[src/rtl/multi_cycle_ctrl.sv]
// Multi-cycle MIPS-subset control unit: FETCH/DECODE/EXEC/MEM/WB sequencer with a sticky
// illegal-instruction trap. Opcode and funct are captured in DECODE so later instr changes are ignored.
module multi_cycle_ctrl #(
    parameter logic FETCH_OP = 1'b1
) (
    input  logic        clk,
    input  logic        rst_n,
    input  logic [31:0] instr,
    input  logic        mem_ready,
    input  logic        zero,
    output logic [1:0]  ext_op,
    output logic        ir_write,
    output logic        pc_write,
    output logic        mem_read,
    output logic        mem_write,
    output logic        reg_write,
    output logic        reg_dst,
    output logic        mem_to_reg,
    output logic        alu_src_b,
    output logic [2:0]  alu_ctl,
    output logic [2:0]  state,
    output logic        illegal
);

    typedef enum logic [2:0] {
        S_FETCH  = 3'd0,
        S_DECODE = 3'd1,
        S_EXEC   = 3'd2,
        S_MEM    = 3'd3,
        S_WB     = 3'd4,
        S_TRAP   = 3'd7
    } state_e;

    localparam logic [5:0] OP_R    = 6'h00;
    localparam logic [5:0] OP_J    = 6'h02;
    localparam logic [5:0] OP_BEQ  = 6'h04;
    localparam logic [5:0] OP_ADDI = 6'h08;
    localparam logic [5:0] OP_ANDI = 6'h0C;
    localparam logic [5:0] OP_ORI  = 6'h0D;
    localparam logic [5:0] OP_LUI  = 6'h0F;
    localparam logic [5:0] OP_LW   = 6'h23;
    localparam logic [5:0] OP_SW   = 6'h2B;

    localparam logic [5:0] F_ADD = 6'h20;
    localparam logic [5:0] F_SUB = 6'h22;
    localparam logic [5:0] F_AND = 6'h24;
    localparam logic [5:0] F_OR  = 6'h25;
    localparam logic [5:0] F_SLT = 6'h2A;

    state_e     state_q, state_d;
    logic [5:0] op_q, op_d;
    logic [5:0] funct_q, funct_d;
    logic [1:0] ext_op_q, ext_op_d;
    logic       illegal_q, illegal_d;

    logic [5:0] op_in, funct_in;
    logic [1:0] ext_in;
    logic       legal_in;
    logic       unused_instr;

    assign op_in        = instr[31:26];
    assign funct_in     = instr[5:0];
    assign unused_instr = ^instr[25:6];

    // Raw decode of the live instruction; only consumed while in DECODE.
    always_comb begin
        legal_in = 1'b1;
        ext_in   = 2'b00;
        case (op_in)
            OP_ADDI, OP_LW, OP_SW, OP_BEQ, OP_J: ext_in = 2'b01;
            OP_ANDI, OP_ORI:                     ext_in = 2'b00;
            OP_LUI:                              ext_in = 2'b10;
            OP_R: begin
                ext_in = 2'b01;
                case (funct_in)
                    F_ADD, F_SUB, F_AND, F_OR, F_SLT: legal_in = 1'b1;
                    default:                          legal_in = 1'b0;
                endcase
            end
            default: legal_in = 1'b0;
        endcase
    end

    always_ff @(posedge clk or negedge rst_n) begin
        if (!rst_n) begin
            state_q   <= S_FETCH;
            op_q      <= 6'h00;
            funct_q   <= 6'h00;
            ext_op_q  <= 2'b00;
            illegal_q <= 1'b0;
        end else begin
            state_q   <= state_d;
            op_q      <= op_d;
            funct_q   <= funct_d;
            ext_op_q  <= ext_op_d;
            illegal_q <= illegal_d;
        end
    end

    // Memory handshake: mem_read/mem_write are held as levels for the whole access;
    // the access completes in the cycle mem_ready=1, and the FSM advances on that edge.
    always_comb begin
        state_d   = S_FETCH;
        op_d      = op_q;
        funct_d   = funct_q;
        ext_op_d  = ext_op_q;
        illegal_d = illegal_q;
        case (state_q)
            S_FETCH:  state_d = mem_ready ? S_DECODE : S_FETCH;
            S_DECODE: begin
                op_d     = op_in;
                funct_d  = funct_in;
                ext_op_d = legal_in ? ext_in : 2'b00;
                if (legal_in) begin
                    state_d = S_EXEC;
                end else begin
                    state_d   = S_TRAP;
                    illegal_d = 1'b1;
                end
            end
            S_EXEC: begin
                if (op_q == OP_BEQ || op_q == OP_J)     state_d = S_FETCH;
                else if (op_q == OP_LW || op_q == OP_SW) state_d = S_MEM;
                else                                     state_d = S_WB;
            end
            S_MEM: begin
                if (!mem_ready)         state_d = S_MEM;
                else if (op_q == OP_LW) state_d = S_WB;
                else                    state_d = S_FETCH;
            end
            S_WB:    state_d = S_FETCH;
            S_TRAP:  state_d = S_TRAP;
            default: state_d = S_FETCH;
        endcase
    end

    // Outputs depend on state and latched op/funct; FETCH completion and the beq
    // branch decision are the only input-dependent terms. Reset silences everything at once.
    always_comb begin
        ir_write   = 1'b0;
        pc_write   = 1'b0;
        mem_read   = 1'b0;
        mem_write  = 1'b0;
        reg_write  = 1'b0;
        reg_dst    = 1'b0;
        mem_to_reg = 1'b0;
        alu_src_b  = 1'b0;
        alu_ctl    = 3'b010;
        if (rst_n) begin
            case (state_q)
                S_FETCH: begin
                    mem_read = FETCH_OP;
                    ir_write = mem_ready;
                    pc_write = mem_ready;
                end
                S_EXEC: begin
                    alu_src_b = op_q inside {OP_ADDI, OP_ANDI, OP_ORI, OP_LUI, OP_LW, OP_SW};
                    case (op_q)
                        OP_R: begin
                            case (funct_q)
                                F_SUB:   alu_ctl = 3'b110;
                                F_AND:   alu_ctl = 3'b000;
                                F_OR:    alu_ctl = 3'b001;
                                F_SLT:   alu_ctl = 3'b111;
                                default: alu_ctl = 3'b010;
                            endcase
                        end
                        OP_ANDI: alu_ctl = 3'b000;
                        OP_ORI:  alu_ctl = 3'b001;
                        OP_BEQ:  alu_ctl = 3'b110;
                        default: alu_ctl = 3'b010;
                    endcase
                    pc_write = (op_q == OP_J) || (op_q == OP_BEQ && zero);
                end
                S_MEM: begin
                    mem_read  = (op_q == OP_LW);
                    mem_write = (op_q == OP_SW);
                end
                S_WB: begin
                    reg_write  = 1'b1;
                    reg_dst    = (op_q == OP_R);
                    mem_to_reg = (op_q == OP_LW);
                end
                default: ;
            endcase
        end
    end

    assign ext_op  = ext_op_q;
    assign illegal = illegal_q;
    assign state   = state_q;

endmodule

[config.mk]
export PLATFORM = sky130hd
export DESIGN_NAME = multi_cycle_ctrl
export DESIGN_NICKNAME = d
export VERILOG_FILES = /design/src/rtl/multi_cycle_ctrl.sv
export SDC_FILE = /design/constraint.sdc
export NUM_CORES = 1
export LEC_CHECK = 0
export CORE_MARGIN = 4
export CORE_UTILIZATION = 41
export CTS_CLUSTER_SIZE = 40
export DETAILED_ROUTE_END_ITERATION = 6
export PLACE_DENSITY = 0.88
export RECOVER_POWER = 100
export SETUP_SLACK_MARGIN = 0.02
export SYNTH_ARGS = -nofsm -noshare
export SYNTH_HDL_FRONTEND = slang
export SYNTH_SLANG_ARGS = --single-unit
[constraint.sdc]
create_clock -name clk -period 2.1 [get_ports clk]
set_input_delay 0.315 -clock clk [delete_from_list [all_inputs] [get_ports clk]]
set_output_delay 0.315 -clock clk [all_outputs]
set_load 0.05 [all_outputs]
# After elaboration in Yosys (flattened, before gate mapping)
# Index checks and enable logic that the tools add are counted.
op_classes:
  eq_ne: 30
  n_mux: 31
  bitwise_logic: 1
  reduce_logical: 12
op_table:
  columns: ["operator", "count"]
  rows:
  - ["$eq 6x6->1 const B", 13]
  - ["$eq 6x4->1 const B", 8]
  - ["$pmux 3 s4", 2]
  - ["$mux 3", 7]
  - ["$mux 1", 16]
  - ["$pmux 3 s5", 1]
  - ["$eq 6x2->1 const B", 2]
  - ["$eq 6x3->1 const B", 2]
  - ["$logic_not 6->1", 2]
  - ["$reduce_or 8->1", 1]
  - ["$eq 3x2->1 const B", 2]
  - ["$eq 3x3->1 const B", 2]
  - ["$pmux 1 s2", 3]
  - ["$reduce_bool 6->1", 1]
  - ["$reduce_or 6->1", 1]
  - ["$reduce_or 5->1", 1]
  - ["$pmux 2 s2", 1]
  - ["$eq 3x1->1 const B", 1]
  - ["$logic_not 3->1", 1]
  - ["$logic_or 1x1->1", 3]
  - ["$mux 2", 1]
  - ["$reduce_and 2->1", 1]
  - ["$logic_and 1x1->1", 1]
  - ["$not 1->1", 1]
totals:
  reg_bits: 18
  in_bits: 36
  output_inout_bits: 17
  wordCells: 79

# Depth between registers and ports, before layout
logic_depth:
  depth_word: 6
  mapped_depth: 7

# Worst setup path before layout
# OpenSTA, ideal clock, no wires.
synth_timing:
  path_type: "reg2out"
  startpoint: "reg op_q[3]"
  endpoint: "out alu_ctl[0]"
  arrival_ns: 2.381
  required_time_ns: 1.785
  setup_slack_ns: -0.596
  stages_incl_launch_ff: 5
  path_cell_list: "dfrtp_1 or3_1 or3_4 or4_1 a21oi_1"
synth_via:
  elab_chain_len: 4
  word_cells_on_any_way: 7
synth_rtl:
  columns: ["element", "line_no", "source"]
  rows:
  - ["start: declaration", "51", "logic [5:0] op_q, op_d;"]
  - ["start signal: assignment", "93", "op_q <= op_d;"]
  - ["$eq 6x3->1 (tied with other cells)", "158", "case (op_q)"]
  - ["$pmux 3 s4 *", "158", null]
  - ["$mux 3 *", "150", "case (state_q)"]
  - ["$mux 3 *", "149", "if (rst_n) begin"]
  - ["end: declaration", "20", "output logic [2:0] alu_ctl,"]
# Every way passes the cells marked *; elsewhere a longest branch is shown, timed or not.

# Final worst setup path
layout_timing:
  startpoint: "reg op_q[4]"
  endpoint: "out alu_ctl[0]"
# The elaborated chain is that of the path after synthesis.

==> flow_metrics.tcl <==
set metrics [dict create \
    worstMarginPinSlew_ps 597 \
    r2r_end "op_q[0]$_DFFE_PN0P_" \
    rsz0062_at_grt "yes" \
    multi_input_comb_area_sq_um 768 \
    fmax_mhz 392 \
    gr-total-overflow 0 \
    routedWlPerCell_um 17.5 \
    die_h_um 61.3 \
    finalPower_mw 2.25 \
    drt-initial-drc-count 38 \
    synth.largest_area_cell "dfrtp_1" \
    postRouteAntennaNets 0 \
    synth_enable_flop_cells 0 \
    cts_max_level 1 \
    slowest_delay_ps 500 \
    reg2reg_from "state[1]$_DFF_PN0_" \
    fin_crit_ps 2550 \
    instances_no_fill 203 \
    start_kind "flop" \
    crit_path_end_kind "output port" \
    hold_viol 0 \
    netlist_instances 128 \
    start_util_pct 42.6 \
    path_class "reg -> out" \
    cts_buffers 3 \
    synthesis.nets 164 \
    viasPerCell 5.81 \
    synth.avg_cell_area_sq_um 9.09 \
    num_vias 1180 \
    io_buffers 32 \
    crit_top_cell "or3_4" \
    critPathLaunch "op_q[4]$_DFFE_PN0P_" \
    synth.most_common_cell "dfrtp_1" \
    violations "setup timing" \
    first_pass_iters 4 \
    die_w_um 61.3 \
    tritoncts "done" \
    crit_end "alu_ctl[0]" \
    fin_skew_ps 9.37 \
    synthDistinctLibCells 45 \
    synth-main-ff-cell "dfrtp_1" \
    dp_hpwl_um 2490 \
    pre_cts_ws_ps -166 \
    ios 53 \
    core_area_sq_um 2730 \
    synth_top_area_share_pct 38.7 \
    setup_viol 6 \
    grt_pass1_wl_um 5260 \
    fin_nets 209 \
    crit_family "simple AND/OR/NAND/NOR gates" \
    syn_to_final_growth_pct 59.8 \
    placed_cells 191 \
    synthTopCellsByCount "dfrtp_1 (18), nand2_1 (14), mux2_2 (11)" \
    status "finished, violations left" \
    regToRegSetupSlack_ps 230 \
    hold_path_class "in -> async" \
    fin_crit_sh_pct 122 \
    root_buffer "clkbuf_4" \
    cp.depth 5 \
    synthArstFlopShare_pct 100 \
    clk_pin_slew_ps 110 \
    final-seq-area_sq_um 452 \
    slew_viol_final 0 \
    ys_seq_area_share_pct 38.7 \
    setup_ws_ps -454 \
    path_cells "or3_4, or3_4, or4_4, a21oi_4, buf_12" \
    maxSlewHeadroom_pct 60.4 \
    antenna_found_initial 0 \
    crit_arrival_ps 2240 \
    synth_area_leaders "dfrtp_1 (39%), mux2_2 (11%), nand2_1 (4.5%), nor3_1 (3.4%), a21oi_1 (2.2%)" \
    synth-seq-cells 18 \
    critical_path_required_ps 1780 \
    finalSetupTns_ps -1530 \
    drc 0 \
    cpMaxStageDelayCell "or4_4" \
    synth_area_sq_um 1160 \
    insertion_delay_ps 310 \
    track_usage_pct 19.1 \
    drive_gt1_share_pct 37.8 \
    leakagePower_nw 0.756 \
    n_fill_cell 196 \
    grt_max_degree 21 \
    worstPathMaxFanout 2 \
    wl_um 3560 \
    num_antenna_cells 0 \
    crit_buf_inv 1 \
    clock_sinks 18 \
    hold_ws_ps 473 \
    place_congestion 0.869 \
    drv_cap 0 \
    die-area_sq_um 3750 \
    ir_drop_v 0.000926 \
    reg2regPathDepth 3 \
    powerDensity_nw_per_um2 1210 \
    clockBufferDepth 2 \
    grt_pass1_vias 1118 \
    placementRows 19 \
    ys_warn_count 0 \
]
## per-layer routing
metal	global-route usage [%]	routed length (um)
met5	0	0
met4	9.29	53
met3	3.14	142
met2	32.5	1870
met1	23.5	1490
## through the flow
stage	utilization, %	area, sq um
4_1_cts	65.1	1780
2_1_floorplan	-	1200
3_5_place_dp	61.7	1690
3_3_place_gp	61.7	1690
6_report	68.0	1860
5_1_grt	68.0	1860
## cells by family after synthesis
family	Yosys count	share of synthesized area [%]
compound gates	28	16.5
xor+xnor	1	0.753
fa+ha+maj	1	0.860
buf+inv	13	4.62
flops	18	38.7
mux	12	11.5
simple gates	55	27.1
## layout by cell type (no fill, tap or decap), types with 3 or more instances in the layout
cell and count:
a21oi_1 4, buf_12 10, buf_4 14, buf_6 3, clkbuf_4 3, clkdlybuf4s50_1 18, dfrtp_1 17, inv_1 4
mux2_2 11, nand2_1 13, nor2_1 4, nor2b_1 3, nor3_2 3, nor3_4 4, nor3b_1 3, o21ai_0 5
or2_2 3
## repair_timing
action                     4_1_cts  5_1_grt
buffers inserted                 2        7
pin swaps                        3        5
hold buffers                     0        0
setup endpoints to repair        7       11
gates resized for setup          9       11
## cell type report
type | instances | area share [%]
Multi-Input combinational cell | 97 | 41.3
Timing Repair Buffer | 49 | 29.5
Sequential cell | 18 | 24.3
Tap cell | 31 | 2.09
Clock buffer | 4 | 1.95
Inverter | 4 | 0.808
## where the power goes
group | total [mW] | internal (mW) | switching (mW)
Clock | 0.221 | 0.106 | 0.115
Combinational | 1.35 | 0.613 | 0.732
Sequential | 0.689 | 0.502 | 0.187
Total | 2.25 | 1.22 | 1.03
## worst min path at each step
stage	cells past startpoint	from	to	slack [ps]
CTS	2	rst_n	funct_q[3]$_DFFE_PN0P_	400
finish	2	rst_n	funct_q[2]$_DFFE_PN0P_	470
global route	2	rst_n	funct_q[1]$_DFFE_PN0P_	480
floorplan	0	rst_n	ext_op[0]$_DFFE_PN0P_	20
detailed placement	2	ext_op[1]$_DFFE_PN0P_	ext_op[1]$_DFFE_PN0P_	470
global placement	2	ext_op[1]$_DFFE_PN0P_	ext_op[1]$_DFFE_PN0P_	460
## sequential cells by signal (all words and copies together), names as in the netlist
name	count
op_q	6
illegal	1
funct_q	6
state	3
ext_op	2
Note: power is estimated with default switching activity, not from simulation.
